===== config.mk =====
export PLATFORM = sky130hd
export DESIGN_NAME = lanzones_pipe_ctrl_flat
export DESIGN_NICKNAME = d
export VERILOG_FILES = /design/src/rtl/lanzones_pkg.sv /design/src/rtl/lanzones_pipe_ctrl_if.sv /design/src/rtl/lanzones_hazard_det.sv /design/src/rtl/lanzones_pipe_ctrl.sv /design/src/flat_wrapper.sv
export SDC_FILE = /design/constraint.sdc
export NUM_CORES = 1
export LEC_CHECK = 0
export ABC_AREA = 1
export CAP_MARGIN = 20
export CORE_AREA = 10 10 145 147
export CTS_BUF_LIST = sky130_fd_sc_hd__clkbuf_8 sky130_fd_sc_hd__clkbuf_16
export CTS_CLUSTER_SIZE = 8
export DETAILED_ROUTE_END_ITERATION = 16
export DIE_AREA = 0 0 155 157
export PLACE_DENSITY_LB_ADDON = 0.05
export SLEW_MARGIN = 20
export SYNTH_ARGS = -nofsm -noshare
export SYNTH_HDL_FRONTEND = slang
export SYNTH_SLANG_ARGS = --single-unit

===== constraint.sdc =====
create_clock -name clk -period 4.9 [get_ports clk]
set_input_delay 0.735 -clock clk [delete_from_list [all_inputs] [get_ports clk]]
set_output_delay 0.735 -clock clk [all_outputs]
set_load 0.01 [all_outputs]

===== src/rtl/lanzones_pkg.sv =====
// ============================================================================
// Module      : lanzones_pkg
// Description : Shared stage indices, FSM state encoding and constants for the
//               lanzones pipeline controller.
// Revision    : 1.0 - initial release
// ============================================================================
`default_nettype none

package lanzones_pkg;

  localparam int STG_FI = 0;
  localparam int STG_DI = 1;
  localparam int STG_EX = 2;
  localparam int STG_MA = 3;
  localparam int STG_WB = 4;
  localparam int NSTG   = 5;

  localparam logic [31:0] NOP = 32'h0000_0013;

  typedef enum logic [1:0] {
    BOOT   = 2'd0,
    RUN    = 2'd1,
    MCWAIT = 2'd2
  } state_t;

endpackage

`default_nettype wire


===== src/rtl/lanzones_pipe_ctrl_if.sv =====
// ============================================================================
// Module      : lanzones_pipe_ctrl_if
// Description : Fetch handshake, hazard inputs and stage-control outputs of the
//               lanzones pipeline controller.
// Revision    : 1.0 - initial release
// ============================================================================
`default_nettype none

interface lanzones_pipe_ctrl_if #(
  parameter int XLEN = 32
);

  logic            fi_vld;
  logic            fi_rdy;
  logic [XLEN-1:0] fi_addr;
  logic [4:0]      di_rs1;
  logic [4:0]      di_rs2;
  logic            di_use_rs1;
  logic            di_use_rs2;
  logic [4:0]      ex_rd;
  logic            ex_wen;
  logic            ex_is_load;
  logic            ex_mc;
  logic            ex_br_taken;
  logic [XLEN-1:0] ex_br_tgt;
  logic            ma_stall;
  logic [4:0]      stg_en;
  logic [4:0]      stg_vld;
  logic [31:0]     stall_cnt;

  // Controller side
  modport master (
    input  fi_vld, di_rs1, di_rs2, di_use_rs1, di_use_rs2,
           ex_rd, ex_wen, ex_is_load, ex_mc, ex_br_taken, ex_br_tgt, ma_stall,
    output fi_rdy, fi_addr, stg_en, stg_vld, stall_cnt
  );

  // Datapath / instruction-memory side
  modport slave (
    output fi_vld, di_rs1, di_rs2, di_use_rs1, di_use_rs2,
           ex_rd, ex_wen, ex_is_load, ex_mc, ex_br_taken, ex_br_tgt, ma_stall,
    input  fi_rdy, fi_addr, stg_en, stg_vld, stall_cnt
  );

endinterface

`default_nettype wire


===== src/rtl/lanzones_hazard_det.sv =====
// ============================================================================
// Module      : lanzones_hazard_det
// Description : Load-use hazard compare between the DI and EX instructions.
// Revision    : 1.0 - initial release
// ============================================================================
`default_nettype none

module lanzones_hazard_det (
  input  logic       di_vld,
  input  logic       ex_vld,
  input  logic [4:0] di_rs1,
  input  logic [4:0] di_rs2,
  input  logic       di_use_rs1,
  input  logic       di_use_rs2,
  input  logic [4:0] ex_rd,
  input  logic       ex_wen,
  input  logic       ex_is_load,
  output logic       lu_hit
);

  logic w_src_match;

  // x0 is hardwired zero, so a load targeting it never creates a dependency
  assign w_src_match = (di_use_rs1 && (di_rs1 == ex_rd)) ||
                       (di_use_rs2 && (di_rs2 == ex_rd));

  assign lu_hit = di_vld && ex_vld && ex_is_load && ex_wen &&
                  (ex_rd != 5'd0) && w_src_match;

endmodule

`default_nettype wire


===== src/rtl/lanzones_pipe_ctrl.sv =====
// ============================================================================
// Module      : lanzones_pipe_ctrl
// Description : Five-stage pipeline sequencer: PC, fetch handshake, per-stage
//               load enables/valids, stall and branch-flush resolution.
// Revision    : 1.0 - initial release
// ============================================================================
`default_nettype none

module lanzones_pipe_ctrl
  import lanzones_pkg::*;
#(
  parameter int              XLEN      = 32,
  parameter int              EX_MC_CYC = 4,
  parameter logic [XLEN-1:0] BOOT_ADDR = '0
) (
  input  logic                clk,
  input  logic                rstn,
  lanzones_pipe_ctrl_if.master bus
);

  localparam int              c_MC_W    = (EX_MC_CYC > 2) ? $clog2(EX_MC_CYC - 1) : 1;
  localparam logic [c_MC_W-1:0] c_MC_LOAD = c_MC_W'(EX_MC_CYC - 2);

  state_t            r_state, w_state_nxt;
  logic [c_MC_W-1:0] r_mc_cnt, w_mc_cnt_nxt;
  logic [XLEN-1:0]   r_pc, w_pc_nxt;
  logic [NSTG-1:0]   r_vld, w_vld_nxt;
  logic [31:0]       r_stall_cnt;
  logic [NSTG-1:0]   w_en;
  logic              w_fi_rdy;
  logic              w_branch;
  logic              w_lu_hit;
  logic              w_mc_hold;
  logic              w_lu_stall;
  logic              w_fetch;

  lanzones_hazard_det u_hazard (
    .di_vld     (r_vld[STG_DI]),
    .ex_vld     (r_vld[STG_EX]),
    .di_rs1     (bus.di_rs1),
    .di_rs2     (bus.di_rs2),
    .di_use_rs1 (bus.di_use_rs1),
    .di_use_rs2 (bus.di_use_rs2),
    .ex_rd      (bus.ex_rd),
    .ex_wen     (bus.ex_wen),
    .ex_is_load (bus.ex_is_load),
    .lu_hit     (w_lu_hit)
  );

  always_ff @(posedge clk) begin
    if (!rstn) begin
      r_state     <= BOOT;
      r_mc_cnt    <= '0;
      r_pc        <= BOOT_ADDR;
      r_vld       <= '0;
      r_stall_cnt <= '0;
    end else begin
      r_state  <= w_state_nxt;
      r_mc_cnt <= w_mc_cnt_nxt;
      r_pc     <= w_pc_nxt;
      r_vld    <= w_vld_nxt;
      if ((r_state != BOOT) && !w_en[STG_FI] && (r_stall_cnt != 32'hFFFF_FFFF))
        r_stall_cnt <= r_stall_cnt + 32'd1;
    end
  end

  always_comb begin
    w_state_nxt  = r_state;
    w_mc_cnt_nxt = r_mc_cnt;
    w_pc_nxt     = r_pc;
    w_vld_nxt    = r_vld;
    w_en         = '0;
    w_fi_rdy     = 1'b0;
    w_branch     = 1'b0;
    w_mc_hold    = 1'b0;
    w_lu_stall   = 1'b0;
    w_fetch      = 1'b0;

    case (r_state)
      BOOT: w_state_nxt = RUN;

      RUN, MCWAIT: begin
        // MCWAIT with a zero count is the release cycle: EX advances normally
        w_mc_hold = ((r_state == RUN) && r_vld[STG_EX] && bus.ex_mc) ||
                    ((r_state == MCWAIT) && (r_mc_cnt != '0));

        if (bus.ma_stall) begin
          w_en              = 5'b10000;
          w_vld_nxt[STG_WB] = 1'b0;
        end else if (w_mc_hold) begin
          w_en              = 5'b11000;
          w_vld_nxt[STG_WB] = r_vld[STG_MA];
          w_vld_nxt[STG_MA] = 1'b0;
          if (r_state == RUN) begin
            w_state_nxt  = MCWAIT;
            w_mc_cnt_nxt = c_MC_LOAD;
          end else begin
            w_mc_cnt_nxt = r_mc_cnt - c_MC_W'(1);
          end
        end else begin
          if (r_state == MCWAIT)
            w_state_nxt = RUN;
          w_branch          = r_vld[STG_EX] && bus.ex_br_taken;
          w_lu_stall        = w_lu_hit && !w_branch;
          w_vld_nxt[STG_WB] = r_vld[STG_MA];
          w_vld_nxt[STG_MA] = r_vld[STG_EX];
          if (w_lu_stall) begin
            w_en              = 5'b11100;
            w_vld_nxt[STG_EX] = 1'b0;
          end else begin
            w_en              = 5'b11111;
            w_vld_nxt[STG_EX] = r_vld[STG_DI];
            w_vld_nxt[STG_DI] = r_vld[STG_FI];
          end

          w_fi_rdy = (r_state == RUN) && w_en[STG_FI] && !w_branch;
          w_fetch  = w_fi_rdy && bus.fi_vld;

          if (w_branch) begin
            w_pc_nxt          = bus.ex_br_tgt;
            w_vld_nxt[STG_FI] = 1'b0;
            w_vld_nxt[STG_DI] = 1'b0;
          end else if (w_en[STG_FI]) begin
            w_vld_nxt[STG_FI] = w_fetch;
            if (w_fetch)
              w_pc_nxt = r_pc + XLEN'(4);
          end
        end
      end

      default: w_state_nxt = BOOT;
    endcase

    if (!rstn) begin
      w_en     = '0;
      w_fi_rdy = 1'b0;
    end
  end

  assign bus.fi_rdy    = w_fi_rdy;
  assign bus.fi_addr   = r_pc;
  assign bus.stg_en    = w_en;
  assign bus.stg_vld   = r_vld;
  assign bus.stall_cnt = r_stall_cnt;

endmodule

`default_nettype wire

===== src/flat_wrapper.sv =====
// flat-port wrapper written by rule: the top's interface ports become plain ports
module lanzones_pipe_ctrl_flat import lanzones_pkg::*;
#(
  parameter int              XLEN      = 32,
  parameter int              EX_MC_CYC = 4,
  parameter logic [XLEN-1:0] BOOT_ADDR = '0
)
  (clk, rstn, bus_fi_vld, bus_di_rs1, bus_di_rs2, bus_di_use_rs1, bus_di_use_rs2, bus_ex_rd, bus_ex_wen, bus_ex_is_load, bus_ex_mc, bus_ex_br_taken, bus_ex_br_tgt, bus_ma_stall, bus_fi_rdy, bus_fi_addr, bus_stg_en, bus_stg_vld, bus_stall_cnt);
  lanzones_pipe_ctrl_if #(.XLEN(XLEN)) bus_i ();
  input  logic clk;
  input  logic rstn;
  input wire logic [$bits(bus_i.fi_vld)-1:0] bus_fi_vld;
  input wire logic [$bits(bus_i.di_rs1)-1:0] bus_di_rs1;
  input wire logic [$bits(bus_i.di_rs2)-1:0] bus_di_rs2;
  input wire logic [$bits(bus_i.di_use_rs1)-1:0] bus_di_use_rs1;
  input wire logic [$bits(bus_i.di_use_rs2)-1:0] bus_di_use_rs2;
  input wire logic [$bits(bus_i.ex_rd)-1:0] bus_ex_rd;
  input wire logic [$bits(bus_i.ex_wen)-1:0] bus_ex_wen;
  input wire logic [$bits(bus_i.ex_is_load)-1:0] bus_ex_is_load;
  input wire logic [$bits(bus_i.ex_mc)-1:0] bus_ex_mc;
  input wire logic [$bits(bus_i.ex_br_taken)-1:0] bus_ex_br_taken;
  input wire logic [$bits(bus_i.ex_br_tgt)-1:0] bus_ex_br_tgt;
  input wire logic [$bits(bus_i.ma_stall)-1:0] bus_ma_stall;
  output wire logic [$bits(bus_i.fi_rdy)-1:0] bus_fi_rdy;
  output wire logic [$bits(bus_i.fi_addr)-1:0] bus_fi_addr;
  output wire logic [$bits(bus_i.stg_en)-1:0] bus_stg_en;
  output wire logic [$bits(bus_i.stg_vld)-1:0] bus_stg_vld;
  output wire logic [$bits(bus_i.stall_cnt)-1:0] bus_stall_cnt;
  assign bus_i.fi_vld = bus_fi_vld;
  assign bus_i.di_rs1 = bus_di_rs1;
  assign bus_i.di_rs2 = bus_di_rs2;
  assign bus_i.di_use_rs1 = bus_di_use_rs1;
  assign bus_i.di_use_rs2 = bus_di_use_rs2;
  assign bus_i.ex_rd = bus_ex_rd;
  assign bus_i.ex_wen = bus_ex_wen;
  assign bus_i.ex_is_load = bus_ex_is_load;
  assign bus_i.ex_mc = bus_ex_mc;
  assign bus_i.ex_br_taken = bus_ex_br_taken;
  assign bus_i.ex_br_tgt = bus_ex_br_tgt;
  assign bus_i.ma_stall = bus_ma_stall;
  assign bus_fi_rdy = bus_i.fi_rdy;
  assign bus_fi_addr = bus_i.fi_addr;
  assign bus_stg_en = bus_i.stg_en;
  assign bus_stg_vld = bus_i.stg_vld;
  assign bus_stall_cnt = bus_i.stall_cnt;
  lanzones_pipe_ctrl #(.XLEN(XLEN), .EX_MC_CYC(EX_MC_CYC), .BOOT_ADDR(BOOT_ADDR)) u_core (.clk(clk), .rstn(rstn), .bus(bus_i));
endmodule

* Word level (Yosys, flattened, before mapping) *
Cells that the tools add are included.

operators by class
  add/subtract/negate cells = 3
  eq/ne operators = 9
  muxes and demuxes = 28
  bitwise logic cells = 2
  reduce and logical (&&, ||, !) cells = 35

operators with widths
  cell                                                                    number
  32-bit two-way mux                                                      3
  5-bit two-way mux                                                       7
  32-bit by 1-bit adder with 32-bit output (second input constant)        1
  32-bit by 3-bit adder with 32-bit output (second input constant)        1
  32-bit != test (second input constant)                                  1
  1-bit logical AND                                                       17
  2-bit two-way mux                                                       6
  1-bit two-way mux                                                       11
  5-bit equality test                                                     2
  3-bit AND reduction                                                     3
  4-bit AND reduction                                                     2
  2-bit nonzero test                                                      4
  5-bit AND reduction                                                     1
  5-bit nonzero test                                                      1
  2-bit case mux with 2 select lines                                      1
  3-bit by 1-bit != test with 1-bit output (second input constant)        1
  3-bit by 2-bit != test with 1-bit output (second input constant)        1
  2-bit by 1-bit equality test with 1-bit output (second input constant)  1
  2-bit equality test (second input constant)                             1
  1-bit logical NOT                                                       2
  2-bit logical NOT                                                       1
  1-bit logical OR                                                        2
  2-bit by 1-bit != test with 1-bit output (second input constant)        1
  2-bit != test (second input constant)                                   1
  4 further kinds                                                         5

storage, ports and cells
  flip-flop bits (word level) = 73
  input port bits = 57

* Logic depth before layout (Yosys ltp) *
Gate-level depths: netlist (run 1).

  depth after elaboration = 17
  mapped depth = 13
  mapped depth without buffers = 12

* By module *
A second synthesis (run 1) with hierarchy kept.

unflattened totals
  cell total of the unflattened synthesis = 885
  area total of the unflattened synthesis = 5168.7 um^2

by module, submodules not included
  module               instances  cells each  area an instance (um^2)  sequential area each (um^2)
  lanzones_pipe_ctrl   1          831         4947.2                   1461.4
  lanzones_hazard_det  1          54          221.5                    0.0

* Least setup slack after synthesis (run 1) *
OpenSTA, ideal clock, no wires.

  kind = register -> output
  start point = register u_core.r_state[1]
  end point = output bus_fi_rdy
  arrival time = 1.842 ns
  data required time = 4.165 ns
  setup slack = 2.323 ns
  cell stages (with the launch flop) = 10
  cells stage by stage = dfxtp_1 inv_1 ha_1 nand2_1 nor2_2 inv_2 nor2_2 nand2_4 buf_2 nor3_1

between the ends
  longest elaborated chain between the ends = 8
  elaborated cells on any way between the ends = 13

RTL lines
  element                                         line                                                                           RTL
  from (decl)                                     lanzones_pipe_ctrl.sv:24                                                       state_t r_state, w_state_nxt;
  from (signal assigned)                          lanzones_pipe_ctrl.sv:58                                                       r_state <= w_state_nxt;
  2-bit by 1-bit equality test with 1-bit output  lanzones_pipe_ctrl.sv:79, lanzones_pipe_ctrl.sv:84, lanzones_pipe_ctrl.sv:116
  1-bit logical AND (2 in a row)                  lanzones_pipe_ctrl.sv:84                                                       w_mc_hold = ((r_state == RUN) && r_vld[STG_EX] && bus.ex_mc) ||
  1-bit logical OR                                lanzones_pipe_ctrl.sv:84
  1-bit two-way mux                               lanzones_pipe_ctrl.sv:90                                                       end else if (w_mc_hold) begin
  1-bit two-way mux                               lanzones_pipe_ctrl.sv:87                                                       if (bus.ma_stall) begin
  1-bit two-way mux (*)                           lanzones_pipe_ctrl.sv:79                                                       case (r_state)
  1-bit two-way mux (*)                           lanzones_pipe_ctrl.sv:134                                                      if (!rstn) begin
  to (decl)                                       flat_wrapper.sv:24                                                             output wire logic [$bits(bus_i.fi_rdy)-1:0] bus_fi_rdy;

Every way passes the cells marked *; elsewhere a longest branch is shown, timed or not.

* Worst setup path in the final report (run 1) *
  start point = input rstn
  end point = output bus_fi_rdy

between the ends
  longest elaborated chain between the ends = 1

RTL lines
  element            line                       RTL
  from (decl)        flat_wrapper.sv:11         input logic rstn;
  1-bit two-way mux  lanzones_pipe_ctrl.sv:134

No other way between the ends.

==> summary.txt, run 1 <==
Max-Slew Margin vs Limit: 43.51%
CP required: 4.16 ns
HP Class: flip-flop to flip-flop
Initial DRT Pass Iterations: 5
Worst Setup Start Kind: input pin
vias in the first global route: 5,750
Synth Flop Type: dfxtp_1
Ant. Diodes: 0
number of port buffers: 131
#FFs+latches synth: 73
Largest stage delay, worst path: 0.63 ns
Worst Hold Depth: 2
area grow syn2layout: 33.31%
Setup crit end kind: primary output
largest fanout on the critical path: 35
routed vias: 5,841
min Tclk post-route: 3.661 ns
Starting Density: 29.22%
reg-to-reg endpoint: u_core.bus.fi_addr[15]
distinct cell type count after synthesis: 35
Mapped Cells: 890
FP Rows: 50
crit path kind: input pin to primary output
syn_area_per_cell: 6.018 um2
clk buf depth: 2
Worst EP arrival: 2.93 ns
initial antenna violation count: 0
post-synthesis xor/xnor area fraction: 4.088%
power density cells: 220.7 nW/um2
Max Cap Viol: 0
hpwl dp: 14,520 um
share of cells above drive strength 1: 9.524%
Clock Pin Slew Worst Setup and Hold Paths: 0.06 ns
Leak: 2.465 nW
Finished Core Util: 38.96%
first-pass GRT wire length: 30,530 um
top post-synthesis cells by area: dfxtp_1 (27%), nand2_1 (22%), nand3_1 (7.9%)
simple-gate share of the synthesized area: 47.91%
Placer Congestion: 0.8586
Mapped Area: 5356 um2
DR DRC count: 0
Peak VDD IR: 155.0 uV
Crit path max-delay family: buffers and inverters
Post-Synth Adder-Cell Area: 1.635%
Slew Viols, Final: 0
Final setup viols: 0
All-Layer GR Usage: 15.35%
RSZ-0062 raised after global routing: false
crit path launch: rstn
final WL: 18,970 um
slew of the pin with the lowest slew margin: 0.8462 ns
CTS sink count: 73
reg2reg setup slack: 2.39 ns
Min Hold Slack: 0.4651 ns
Initial DRC Count: 255
Synth top area share: 27.28%
Die Wd: 155 um
CTS tree: yes
WHS Endpoint: u_core.bus.fi_addr[0]
DRT antenna net count: 0
final std cells w/o fill: 1,242
status: finished clean
clk_lat worst skew: 0.34 ns
Clock Skews: 0.005915 ns
area leader, netlist: dfxtp_1
worst-path cell chain: clkdlybuf4s50_1, nand2_1, nor2_2, inv_2, nor2_2, nand2_4, nor3_1, clkdlybuf4s50_1
Filler cells: 2,015
CTS Hold Buffers Added: 0
r2r startpoint: u_core.r_state[1]
reg2reg path depth: 12
total CTS buffers: 9
final net count: 1,067
Post-DP Area: 6809 um2
# IOs: 132
drt wl/cell: 15.27 um
ys async rst share: 0%
post-cts sizing count: 0
CP Buf/Inv Count: 3
final instance area: 7141 um2
largest net degree at the start of global routing: 43
CTS root buf: clkbuf_16
Fmax: 273.1 MHz
setup TNS: 0 ns
number of synthesized flops with an enable pin: 0
post-synthesis mux area share: 0.1869%
# Post-CTS Setup Buffers: 0
gr ovfl total: 0
YS warnings: 0
Placed Instances: 1,226
die area: 24,340 um2
vias per inst: 4.703
final hold violation count: 0
largest family of logic cells by synthesized area: simple AND/OR/NAND/NOR gates
H-tree depth: 3
Synthesized Nets: 954
core area: 18,330 um2
Synth Area in Compound Gates: 10.68%
hold path start: u_core.bus.fi_addr[0]
die height: 157 um
sequential area share after synthesis: 27.28%
Worst path slowest cell: clkdlybuf4s50_1
period utilization: 74.72%
[synthesized netlist by cell type (all sizes together), types with 7 or more instances]
library cell and instances:
nand3b 16, nor3 13, dfxtp 73, nand2 340
ha 7, clkbuf 10, xnor2 7, xor2 18
nand3 86, inv 67, o21ai 17, a21oi 72
nor2 121, buf 24
[cells in the final DEF, fill, tap and decap left out, drive strengths merged, types with 10 or more instances in the layout]
master	n
a21oi	72
clkbuf	10
clkdlybuf4s50	131
dfxtp	73
inv	68
nand2	340
nand3	86
nand3b	16
nor2	121
nor3	13
o21ai	17
xor2	18
[worst max-delay path by stage]
stage                          endpoint  slack, ns  cells past startpoint
after detailed placement     bus_fi_rdy       1.17                      8
after CTS                    bus_fi_rdy       1.18                      8
after global routing      bus_stg_en[1]       1.07                      9
final                        bus_fi_rdy       1.24                      8
after floorplan              bus_fi_rdy       2.32                      9
after global placement    bus_stg_en[0]       1.23                      9
[where the power goes]
| group | internal [W] | switching (W) | leakage [nW] |
|---|---|---|---|
| registers | 0.000601 | 0.0000106 | 0.589 |
| clock network | 0.000462 | 0.000280 | 0.159 |
| logic | 0.0000889 | 0.000133 | 1.72 |
| total | 0.00115 | 0.000424 | 2.47 |
[routing by layer]
layer  part of all wire (%)  vias to the layer above  GRT usage [%]
met5                      0                        -              0
met4                    1.0                        0          4.049
met3                    5.3                       15          3.766
met2                     48                      128          26.56
met1                     45                     2634          18.51
li1                       -                     3064              -
[cell families after synthesis]
family,Yosys count
DFF,73
xor gates and xnor gates,25
buffers and inverters,101
and+or+nand+nor,587
adders and majority gates,7
muxes,1
AOI/OAI and AO/OA,96
[tightest hold or removal path: cells and delay by family (launching register included)]
kind | cells | cell delay, ns
DFF | 1 | 0.31
AOI/OAI and AO/OA | 1 | 0.05
and+or+nand+nor | 1 | 0.06
[per-stage QoR]
step | worst slack [ns] | power (W)
3_5_place_dp | 1.174 | 0.0008522
4_1_cts | 1.179 | 0.001609
6_report | 1.239 | 0.001576
5_1_grt | 1.067 | 0.001646
3_3_place_gp | 1.229 | 0.0008527
2_1_floorplan | 2.323 | 0.0007653
[final cells by class]
| cell class | instances | area (um2) | share of cell area [%] |
|---|---|---|---|
| clock buffer | 10 | 239.0 | 3.347 |
| clock inverter | 6 | 90.09 | 1.262 |
| inverter | 67 | 251.5 | 3.522 |
| multi-input combinational | 716 | 3457 | 48.41 |
| sequential | 73 | 1461 | 20.47 |
| tap | 234 | 292.8 | 4.100 |
| timing repair buffer | 136 | 1349 | 18.89 |
[flip-flops by register name (all words and copies together), names as in the netlist]
name	flops
u_core.r_state	2
u_core.bus.fi_addr	32
u_core.r_mc_cnt	2
u_core.bus.stall_cnt	32
u_core.bus.stg_vld	5
No activity file was read; power rests on OpenSTA's default activity.
==> run 2: changes to the inputs <==
Clock period 4.9 ns to 3.4 ns, I/O delays scaled along.
==> summary.txt, run 2 (synthesis gave the netlist of run 1 again) <==
vias per inst: 4.698 (-0.11%)
vias in the first global route: 5,771 (+0.37%)
CTS root buf: clkbuf_16
share of cells above drive strength 1: 9.872% (+0.35 points)
final WL: 19,220 um (+1.3%)
number of port buffers: 131 (unchanged)
Leak: 2.497 nW (+1.3%)
core area: 18,330 um2 (unchanged)
met3 Resource Use GR: 3.466% (-0.30 points)
RSZ-0062 raised after global routing: false
final hold violation count: 0 (unchanged)
HP Class: flip-flop to flip-flop
status: finished clean
total CTS buffers: 9 (unchanged)
Worst Setup Start Kind: flip-flop
GR peak layer: met2
die area: 24,340 um2 (unchanged)
Setup crit end kind: primary output
largest net degree at the start of global routing: 47 (+9.3%)
period utilization: 85.75%
Ant. Diodes: 0 (unchanged)
largest fanout on the critical path: 5 (-86%)
CTS tree: yes
Peak VDD IR: 238.1 uV (+54%)
DRT antenna net count: 0 (unchanged)
Post-DP Area: 6859 um2 (+0.74%)
clk buf depth: 2 (unchanged)
All-Layer GR Usage: 15.67% (+0.32 points)
Placer Congestion: 0.8957 (+4.3%)
met1 Use GR: 18.72% (+0.21 points)
gr ovfl total: 0 (unchanged)
Initial DRT Pass Iterations: 4 (-1)
CP Buf/Inv Count: 3 (unchanged)
drt wl/cell: 15.41 um (+0.92%)
min Tclk post-route: 2.915 ns
initial antenna violation count: 0 (unchanged)
Worst EP arrival: 2.41 ns (-0.52 ns)
Initial DRC Count: 315 (+24%)
Filler cells: 2,027 (+0.60%)
CTS sink count: 73 (unchanged)
Largest stage delay, worst path: 0.56 ns (-0.07 ns)
final instance area: 7203 um2 (+0.88%)
# IOs: 132 (unchanged)
Register Area: 1461 um2 (unchanged)
area of the multi-input gates: 3455 um2 (about the same)
Worst path slowest cell: clkdlybuf4s50_1
first-pass GRT wire length: 31,040 um (+1.7%)
CTS Hold Buffers Added: 0 (unchanged)
Final setup viols: 0 (unchanged)
DR DRC count: 0 (unchanged)
highest-count cells in the layout ignoring fill and taps: nand2_1 (315), clkdlybuf4s50_1 (131), nor2_1 (111)
Max Cap Viol: 0 (unchanged)
H-tree depth: 3 (unchanged)
crit path kind: flip-flop to primary output
CP dominant cell by count: nor2_2
final std cells w/o fill: 1,247 (+0.40%)
Clock Skews: 0.006670 ns (+0.0007545 ns)
routed vias: 5,858 (+0.29%)
area grow syn2layout: 34.48%
Clock Pin Slew Worst Setup and Hold Paths: 0.06 ns (about the same)
power density cells: 325.5 nW/um2 (+48%)
worst-path cell chain: inv_1, ha_1, nand2_1, nor2_2, inv_2, nor2_2, nand2_4, nor3_1, clkdlybuf4s50_1
hpwl dp: 14,800 um (+1.9%)
Slew Viols, Final: 0 (unchanged)
CP required: 2.89 ns (-1.27 ns)
clk_lat worst skew: 0.35 ns (about the same)
final net count: 1,072 (+0.47%)
Placed Instances: 1,231 (+0.41%)
post-cts sizing count: 0 (unchanged)
setup TNS: 0 ns (unchanged)
Die Wd: 155 um (unchanged)
Max-Slew Margin vs Limit: 67.50% (+24 points)
Fmax: 343.0 MHz
# Post-CTS Setup Buffers: 0 (unchanged)
die height: 157 um (unchanged)
met2 Use GR: 26.94% (+0.39 points)
slew of the pin with the lowest slew margin: 0.4867 ns (-0.3594 ns)
Starting Density: 29.22% (unchanged)
commonest non-fill, non-tap cell in the layout: nand2_1
Crit path max-delay family: buffers and inverters
FP Rows: 50 (unchanged)
run 2: cell types whose count changed in the layout (fill, tap and decap cells not counted), sizes merged:
cell      change
buf           +5
bufinv        +1
clkbuf        -1
clkinvlp      +1
inv           -1
run 2: layout make-up:
class                   count  area share [%]
multi-input cells         716           47.96
well taps                 234           4.065
flip-flops and latches     73           20.29
clock buffers               9           3.127
repair buffers            141           19.42
clock inverters             7           1.650
inverters                  67           3.491
run 2: path summary, 6_finish.rpt:
| check | end | from | cells after the start | slack (ns) |
|---|---|---|---|---|
| worst min-delay path | u_core.bus.fi_addr[1] | u_core.bus.fi_addr[1] | 2 | 0.46 |
| worst max register to register | u_core.bus.fi_addr[26] | u_core.r_state[1] | 13 | 1.07 |
| worst max-delay path | bus_fi_rdy | u_core.r_state[1] | 9 | 0.48 |
| worst min register to register | u_core.bus.fi_addr[1] | u_core.bus.fi_addr[1] | 2 | 0.46 |
run 2: per-layer routing:
metal  vias to the layer above  routed length (um)  share of wire, %
li1                       3078                   -                 -
met1                      2637                8487                44
met2                       123                9396                49
met3                        20                 968               5.0
met4                         0                 368               1.9
met5                         -                   0                 0
run 2: worst register-to-register path, stage by stage, from the launching register on:
cell	delay [ns]
dfxtp_1	0.38
inv_1	0.08
ha_1	0.22
nand3_1	0.11
o21ai_2	0.11
inv_2	0.07
nand2_2	0.07
nor2_4	0.25
nand3_1	0.12
buf_4	0.21
nand2_1	0.07
buf_4	0.32
nand2_1	0.13
a21oi_1	0.13
run 2: where the power goes:
part,internal [W],total [W],switching [W],leakage (nW)
Clock,0.000717,0.00114,0.000418,0.162
Combinational,0.000136,0.000329,0.000193,1.75
Sequential,0.000866,0.000880,0.0000147,0.589
Total,0.00172,0.00234,0.000626,2.50
run 2: metrics by stage:
step	hold WS, ns	power (W)	worst slack (ns)	utilization, %
final	0.4591	0.002345	0.4845	39.30
after global routing	0.4839	0.002435	0.3020	39.30
after floorplan	0.4438	0.001103	1.048	-
after detailed placement	0.4534	0.001235	0.5995	37.42
after global placement	0.4546	0.001237	0.6288	37.42
after CTS	0.4613	0.002376	0.4365	39.30
==> run 3: changes to the inputs <==
Settings changed: CTS_BUF_LIST sky130_fd_sc_hd__clkbuf_8 sky130_fd_sc_hd__clkbuf_16 to not set, MAX_ROUTING_LAYER set to met4.
==> summary.txt, run 3 (synthesis gave the netlist of run 1 again) <==
status: finished clean
initial antenna violation count: 0 (unchanged)
Worst path slowest cell: clkdlybuf4s50_1
power density cells: 325.4 nW/um2 (about the same)
Peak VDD IR: 239.2 uV (+0.46%)
Clock Pin Slew Worst Setup and Hold Paths: 0.06 ns (about the same)
core area: 18,330 um2 (unchanged)
Initial DRT Pass Iterations: 4 (unchanged)
number of port buffers: 131 (unchanged)
Die Wd: 155 um (unchanged)
vias per inst: 4.685 (-0.27%)
CTS tree: yes
CTS sink count: 73 (unchanged)
CTS Hold Buffers Added: 0 (unchanged)
Fmax: 342.8 MHz (about the same)
Placer Congestion: 0.9108 (+1.7%)
routed vias: 5,842 (-0.27%)
CTS root buf: clkbuf_16
final std cells w/o fill: 1,247 (unchanged)
clk buf depth: 2 (unchanged)
DRT antenna net count: 0 (unchanged)
Starting Density: 29.22% (unchanged)
Worst Setup Start Kind: flip-flop
final hold violation count: 0 (unchanged)
Crit path max-delay family: buffers and inverters
Slew Viols, Final: 0 (unchanged)
worst-path cell chain: inv_1, ha_1, nand2_1, nor2_2, inv_2, nor2_2, nand2_4, nor3_1, clkdlybuf4s50_1
vias in the first global route: 5,783 (+0.21%)
HP Class: flip-flop to flip-flop
Largest stage delay, worst path: 0.56 ns (about the same)
# Post-CTS Setup Buffers: 0 (unchanged)
Worst EP arrival: 2.41 ns (about the same)
Ant. Diodes: 0 (unchanged)
share of cells above drive strength 1: 9.872% (unchanged)
Setup crit end kind: primary output
total CTS buffers: 9 (unchanged)
Final setup viols: 0 (unchanged)
Max Cap Viol: 0 (unchanged)
final net count: 1,072 (unchanged)
post-cts sizing count: 0 (unchanged)
slew of the pin with the lowest slew margin: 0.4932 ns (+0.006410 ns)
DR DRC count: 0 (unchanged)
Initial DRC Count: 280 (-11%)
commonest non-fill, non-tap cell in the layout: nand2_1
first-pass GRT wire length: 31,020 um (about the same)
period utilization: 85.79% (about the same)
Leak: 2.497 nW (unchanged)
hpwl dp: 14,800 um (unchanged)
Finished Core Util: 39.30% (unchanged)
RSZ-0062 raised after global routing: false
# IOs: 132 (unchanged)
All-Layer GR Usage: 16.09% (+0.42 points)
min Tclk post-route: 2.917 ns (+0.001270 ns)
crit path kind: flip-flop to primary output
final instance area: 7203 um2 (unchanged)
total power: 0.002344 W (about the same)
FP Rows: 50 (unchanged)
Max-Slew Margin vs Limit: 67.07% (-0.43 points)
Clock Skews: 0.006594 ns (-0.00007594 ns)
drt wl/cell: 15.43 um (about the same)
CP Buf/Inv Count: 3 (unchanged)
gr ovfl total: 0 (unchanged)
final WL: 19,240 um (about the same)
H-tree depth: 3 (unchanged)
clk_lat worst skew: 0.35 ns (about the same)
Placed Instances: 1,231 (unchanged)
CP dominant cell by count: nor2_2
area grow syn2layout: 34.48% (unchanged)
highest-count cells in the layout ignoring fill and taps: nand2_1 (315), clkdlybuf4s50_1 (131), nor2_1 (111)
setup TNS: 0 ns (unchanged)
CP required: 2.89 ns (about the same)
Post-DP Area: 6859 um2 (unchanged)
largest fanout on the critical path: 5 (unchanged)
die area: 24,340 um2 (unchanged)
largest net degree at the start of global routing: 47 (unchanged)
die height: 157 um (unchanged)
run 3: cell counts in the layout (fill, tap and decap cells not counted):
Identical to the previous run, type by type.
run 3: final cells by class:
cell class                 instances  area, um2
timing repair buffer             141       1399
clock buffer                       9      225.2
sequential                        73       1461
multi-input combinational        716       3455
fill                            2027      11130
clock inverter                     7      118.9
tap                              234      292.8
inverter                          67      251.5
run 3: worst reg2reg max path: cells and delay by family, from the launching register on:
kind | cells | cell delay (ns)
AO/OA/AOI/OAI | 2 | 0.24
adder cells (fa/ha/maj) | 1 | 0.22
buffers and inverters | 4 | 0.68
flip-flops | 1 | 0.38
AND/OR/NAND/NOR | 6 | 0.75
run 3: through the flow:
| stage | setup WS (ns) | hold WS (ns) |
|---|---|---|
| final | 0.4832 | 0.4591 |
| after global placement | 0.6288 | 0.4546 |
| after detailed placement | 0.5995 | 0.4534 |
| after global routing | 0.3019 | 0.4839 |
| after floorplan | 1.048 | 0.4438 |
| after CTS | 0.4365 | 0.4613 |
run 3: path summary, 6_finish.rpt:
| kind | cells past startpoint | end | startpoint | slack [ns] |
|---|---|---|---|---|
| hold / removal | 2 | u_core.bus.fi_addr[1] | u_core.bus.fi_addr[1] | 0.46 |
| setup reg to reg | 13 | u_core.bus.fi_addr[26] | u_core.r_state[1] | 1.08 |
| hold reg to reg | 2 | u_core.bus.fi_addr[1] | u_core.bus.fi_addr[1] | 0.46 |
| setup / recovery | 9 | bus_fi_rdy | u_core.r_state[1] | 0.48 |
run 3: power by group:
part,switching (W),internal [W]
logic,0.000193,0.000136
registers,0.0000148,0.000866
clock network,0.000417,0.000717
run 3: per-layer routing:
metal / track usage, % / wire, um / vias up
li1: - / - / 3082
met1: 18.98 / 8599 / 2624
met2: 26.96 / 9401 / 115
met3: 2.975 / 856 / 21
met4: 5.623 / 380 / 0
met5: - / 0 / -
